## config.mk

```make
export PLATFORM = sky130hd
export DESIGN_NAME = arb_mux2_stream
export DESIGN_NICKNAME = d
export VERILOG_FILES = /design/src/rtl/arb_mux2_stream_pkg.sv /design/src/rtl/arb_mux2_stream_out_reg_slice.sv /design/src/rtl/arb_mux2_stream.sv
export SDC_FILE = /design/constraint.sdc
export NUM_CORES = 1
export LEC_CHECK = 0
export ABC_AREA = 1
export CAP_MARGIN = 20
export CELL_PAD_IN_SITES_DETAIL_PLACEMENT = 1
export CELL_PAD_IN_SITES_GLOBAL_PLACEMENT = 1
export CORE_MARGIN = 8
export CORE_UTILIZATION = 27
export DETAILED_ROUTE_END_ITERATION = 16
export GPL_TIMING_DRIVEN = 0
export PLACE_DENSITY = 0.79
export REMOVE_ABC_BUFFERS = 1
export SYNTH_ARGS = -nofsm -noshare
export SYNTH_HDL_FRONTEND = slang
export SYNTH_SLANG_ARGS = --single-unit
```

## constraint.sdc

```tcl
create_clock -name clk -period 1.6 [get_ports clk]
set_input_delay 0.48 -clock clk [delete_from_list [all_inputs] [get_ports clk]]
set_output_delay 0.48 -clock clk [all_outputs]
set_load 0.02 [all_outputs]
```

## src/rtl/arb_mux2_stream_pkg.sv

```systemverilog
// Shared types and constants for the two-input streaming arbiter.
//   state_e : arbiter FSM states (idle / locked on a packet)
//   CH0/CH1 : channel index constants used for grant and out_sel
package arb_mux2_stream_pkg;

  localparam int unsigned DATA_W = 8;

  typedef enum logic {
    ST_IDLE = 1'b0,
    ST_LOCK = 1'b1
  } state_e;

  localparam logic CH0 = 1'b0;
  localparam logic CH1 = 1'b1;

endpackage : arb_mux2_stream_pkg

```

## src/rtl/arb_mux2_stream_out_reg_slice.sv

```systemverilog
// Output register slice: 2:1 data/last select feeding a load/drain register.
//   clk, rst           : clock, synchronous active-high reset
//   load_i, sel_i      : load the beat selected by sel_i this cycle
//   d0_i/l0_i, d1_i/l1_i : channel 0/1 data and last flag
//   ready_i            : downstream accepts the held beat
//   valid_o/data_o/last_o/sel_o : registered beat and its source channel
//   can_load_c         : register free this cycle (empty or draining)
module arb_mux2_stream_out_reg_slice
  import arb_mux2_stream_pkg::*;
#(
  parameter int unsigned W = DATA_W
) (
  input  logic         clk,
  input  logic         rst,
  input  logic         load_i,
  input  logic         sel_i,
  input  logic [W-1:0] d0_i,
  input  logic         l0_i,
  input  logic [W-1:0] d1_i,
  input  logic         l1_i,
  input  logic         ready_i,
  output logic         valid_o,
  output logic [W-1:0] data_o,
  output logic         last_o,
  output logic         sel_o,
  output logic         can_load_c
);

  logic         valid_q;
  logic [W-1:0] data_q;
  logic         last_q;
  logic         sel_q;
  logic [W-1:0] mux_data;
  logic         mux_last;

  // 2:1 selection of the granted channel
  assign mux_data   = (sel_i == CH1) ? d1_i : d0_i;
  assign mux_last   = (sel_i == CH1) ? l1_i : l0_i;
  assign can_load_c = !valid_q || ready_i;

  // A load takes precedence over a drain so load+drain keeps full throughput
  always_ff @(posedge clk) begin
    if (rst) begin
      valid_q <= 1'b0;
      data_q  <= '0;
      last_q  <= 1'b0;
      sel_q   <= CH0;
    end else if (load_i) begin
      valid_q <= 1'b1;
      data_q  <= mux_data;
      last_q  <= mux_last;
      sel_q   <= sel_i;
    end else if (ready_i) begin
      valid_q <= 1'b0;
    end
  end

  assign valid_o = valid_q;
  assign data_o  = data_q;
  assign last_o  = last_q;
  assign sel_o   = sel_q;

endmodule : arb_mux2_stream_out_reg_slice

```

## src/rtl/arb_mux2_stream.sv

```systemverilog
// Two-input round-robin packet arbiter with a registered 2:1 output.
//   clk, rst                         : clock, synchronous active-high reset
//   in0_valid/data/last, in0_ready   : channel 0 stream (ready combinational)
//   in1_valid/data/last, in1_ready   : channel 1 stream (ready combinational)
//   out_valid/data/last/sel          : registered output beat and its source
//   out_ready                        : consumer accepts the output beat
module arb_mux2_stream
  import arb_mux2_stream_pkg::*;
#(
  parameter int unsigned W = DATA_W
) (
  input  logic         clk,
  input  logic         rst,
  input  logic         in0_valid,
  input  logic [W-1:0] in0_data,
  input  logic         in0_last,
  output logic         in0_ready,
  input  logic         in1_valid,
  input  logic [W-1:0] in1_data,
  input  logic         in1_last,
  output logic         in1_ready,
  output logic         out_valid,
  output logic [W-1:0] out_data,
  output logic         out_last,
  output logic         out_sel,
  input  logic         out_ready
);

  state_e state_q, state_d;
  logic   lock_ch_q, lock_ch_d;
  logic   prio_q, prio_d;
  logic   gnt_vld;
  logic   gnt_ch;
  logic   gnt_last;
  logic   accept;
  logic   can_load;

  // Arbiter state register
  always_ff @(posedge clk) begin
    if (rst) begin
      state_q   <= ST_IDLE;
      lock_ch_q <= CH0;
      prio_q    <= CH0;
    end else begin
      state_q   <= state_d;
      lock_ch_q <= lock_ch_d;
      prio_q    <= prio_d;
    end
  end

  // Grant, ready and next-state logic
  always_comb begin
    state_d   = state_q;
    lock_ch_d = lock_ch_q;
    prio_d    = prio_q;
    gnt_vld   = 1'b0;
    gnt_ch    = prio_q;
    in0_ready = 1'b0;
    in1_ready = 1'b0;

    case (state_q)
      ST_IDLE: begin
        // Ready looks only at the other channel's valid, so it is high exactly
        // when this channel would win if it presented a beat.
        in0_ready = can_load && (!in1_valid || (prio_q == CH0));
        in1_ready = can_load && (!in0_valid || (prio_q == CH1));
        if (in0_valid && in1_valid) begin
          gnt_vld = 1'b1;
          gnt_ch  = prio_q;
        end else if (in0_valid) begin
          gnt_vld = 1'b1;
          gnt_ch  = CH0;
        end else if (in1_valid) begin
          gnt_vld = 1'b1;
          gnt_ch  = CH1;
        end
      end
      ST_LOCK: begin
        gnt_ch    = lock_ch_q;
        gnt_vld   = (lock_ch_q == CH1) ? in1_valid : in0_valid;
        in0_ready = can_load && (lock_ch_q == CH0);
        in1_ready = can_load && (lock_ch_q == CH1);
      end
      default: state_d = ST_IDLE;
    endcase

    gnt_last = (gnt_ch == CH1) ? in1_last : in0_last;
    accept   = gnt_vld && can_load;

    // Priority rotates only when a packet completes
    if (accept) begin
      if (gnt_last) begin
        state_d = ST_IDLE;
        prio_d  = ~gnt_ch;
      end else begin
        state_d   = ST_LOCK;
        lock_ch_d = gnt_ch;
      end
    end
  end

  arb_mux2_stream_out_reg_slice #(
    .W (W)
  ) u_out_reg (
    .clk        (clk),
    .rst        (rst),
    .load_i     (accept),
    .sel_i      (gnt_ch),
    .d0_i       (in0_data),
    .l0_i       (in0_last),
    .d1_i       (in1_data),
    .l1_i       (in1_last),
    .ready_i    (out_ready),
    .valid_o    (out_valid),
    .data_o     (out_data),
    .last_o     (out_last),
    .sel_o      (out_sel),
    .can_load_c (can_load)
  );

endmodule : arb_mux2_stream

```

==> results of run 1 <==
## sequential cells by signal, indices dropped and copies added, names as in the netlist
name and count:
u_out_reg.valid_o 1, u_out_reg.sel_o 1, prio_q 1, lock_ch_q 1, u_out_reg.data_o 8, u_out_reg.last_o 1, state_q 1
## metrics by stage
step	total power, uW	hold WS, ns	instance area [um2]	setup slack [ns]	std cells
final	1170	0.476	1250	0.0220	181
after global routing	1240	0.498	1250	-0.0437	181
after CTS	1140	0.479	1190	-0.0241	178
after detailed placement	869	0.464	1110	-0.778	168
after global placement	854	0.458	1110	-0.760	168
after floorplan	665	0.434	724	0.153	102
## per-layer routing
layer	routed length [um]	track usage (%)
met4	24	4.51
met5	0	0
met2	1330	19.2
met3	231	4.68
met1	983	11.2
## report_power, final
part / switching (uW) / internal [uW]
Sequential: 25.7 / 395
Clock: 127 / 139
Combinational: 270 / 213
## logic make-up (layout without fill, tap and decap cells)
kind of cell | after synthesis | count (layout) | share of synthesized area, %
buffers and inverters | 24 | 69 | 14.1
DFF | 14 | 14 | 37.3
and+or+nand+nor | 33 | 33 | 20.5
AOI/OAI and AO/OA | 34 | 34 | 28.1
## cell type report
type | instances | area share, %
repair buffers | 44 | 31.8
inverters | 21 | 6.51
clock buffers | 4 | 2.90
flip-flops and latches | 14 | 22.9
multi-input cells | 67 | 32.7
well taps | 31 | 3.10
## cell usage in the layout (no fill, tap or decap)
cell	count
a21o_1	8
a21oi_1	10
a21oi_4	1
a31oi_4	1
buf_2	1
buf_4	10
buf_6	1
clkbuf_4	3
clkbuf_8	1
clkdlybuf4s15_1	2
clkdlybuf4s50_1	19
dfxtp_1	11
dfxtp_2	2
dfxtp_4	1
dlygate4sd2_1	11
inv_1	14
inv_2	6
inv_4	1
nand2_1	18
nand2_2	2
nand2_4	3
nand3_1	6
nand3_2	2
nor2_1	1
nor2_4	1
o211ai_1	2
o21ai_0	5
o21ai_1	5
o21ai_2	2
## worst max-delay path, stage by stage
cell and delay [ns]:
clkdlybuf4s15_1 0.22, nor2_4 0.17, nor2_1 0.07, buf_4 0.15
## worst max path at each step
stage	slack [ns]	depth (start not counted)	endpoint	from
after global routing	-0.04	5	in1_ready	state_q
after global placement	-0.76	4	in1_ready	out_ready
after CTS	-0.02	4	in0_ready	state_q
after floorplan	0.15	3	in0_ready	in1_valid
final	0.02	4	in1_ready	out_ready
after detailed placement	-0.78	4	in0_ready	out_ready
## timing repair
| action | 4_1_cts | 5_1_grt |
|---|---|---|
| pin swaps | 3 | 4 |
| gates resized for setup | 37 | 14 |
| buffers inserted | 6 | 3 |
| setup endpoints to repair | 24 | 3 |
==> results.toml, run 1 <==
[worst_setup_path]
r2r_slack_ns = 0.17
cp.required_ns = 1.12
end_kind = "output pin"
cp.arrival_ns = 1.10
path_max_fanout = 3
timing_worst_setup_path_type = "in2out"
startpoint_type = "input pin"
regToRegStartpoint = "lock_ch_q"
r2r_end = "u_out_reg.data_o[3]"
r2r_cells = 9

[layout]
fin_util_pct = 46.1
diodes = 0
areaGrowthSynthToFinish_pct = 66.2
fill_cells = 359
multi_input_area_um2 = 409
nets = 174
drive_above_1_share_pct = 25.3
register_area_um2 = 287

[route]
wl_per_cell_um = 14.2
wirelength_um = 2570
dr_total_vias = 860
drc = 0
vias_per_cell = 4.75
drt-initial-drc-count = 12
drt-pass1-iter-count = 4
ant_nets = 0

[sta]
rsz0062_at_grt = "yes"
worst_pin_slew_ns = 0.413
max-slew-margin-rel_pct = 72.5
clock.fmax_mhz = 634
period_minus_slack_ns = 1.58
fin_tns_setup_ns = 0
finalCritPeriodShare_pct = 98.6
final_hold_viol_count = 0
slew_viol_final = 0
final.setup_skew_ns = 0.00828
finalSetupViolCount = 0

[floorplanning]
fp.dieArea_um2 = 4730
dieWidth_um = 68.8
rows = 19
coreArea_um2 = 2710
die_h_um = 68.8
initial_core_util_pct = 27.7
io_pins = 36

[synthesis]
synth_warnings = 0
post_synth_num_cell_types = 18
ys_ff_latch = 14
synth_area_leaders = "dfxtp_1 (37%), inv_1 (9.5%), nand2_1 (9.5%)"
synth-async-reset-ratio_pct = 0
ys_seq_area_share_pct = 37.3
postSynthCellCount = 105
synth_edf_count = 0
synth_top_area_cell = "dfxtp_1"
synthesis.area_um2 = 752
avgSynthCellArea_um2 = 7.16
synth_common_cells = "inv_1 (19), nand2_1 (19), dfxtp_1 (14), a21oi_1 (10), a21o_1 (8)"
synth_top_cell_area_share_pct = 37.3
synth_ff_type = "dfxtp_1"

[cts]
clock-sinks = 14
clockBufferDepth = 2
clk_pin_slew_ns = 0.10
holdBufCountCts = 0
root_buffer = "clkbuf_4"
htree_levels = 1
cts_made_buffers = 3
clk_latency_ns = 0.29
cts_tree = "done"

[min_path]
min_path_type = "reg2reg"
worstHoldEndpoint = "prio_q"
min-delay-start = "prio_q"
min_path_cells = 2

[grt]
antenna_found_initial = 0
grt_pass1_wl_um = 3970
grt_max_degree = 15
track_usage_pct = 10.9
grt_pass1_vias = 911
gr-total-overflow = 0

[place]
portBuffers = 35
globalplace.congestion = 0.724
dpl.hpwl_um = 1890

[power]
power_density_nw_per_um2 = 935
ir_drop_uv = 630
power.leakage_uw = 0.000643

[status]
status = "complete, no violations"

[flow_run]
cap_violations = 0
(Power assumes the default switching activity.)
==> inputs of run 2 (changes only) <==
- ABC_CLOCK_PERIOD_IN_PS: not set -> 1600
==> results of run 2 <==
Same layout as run 1: the final DEF is identical, and so are final timing and power.
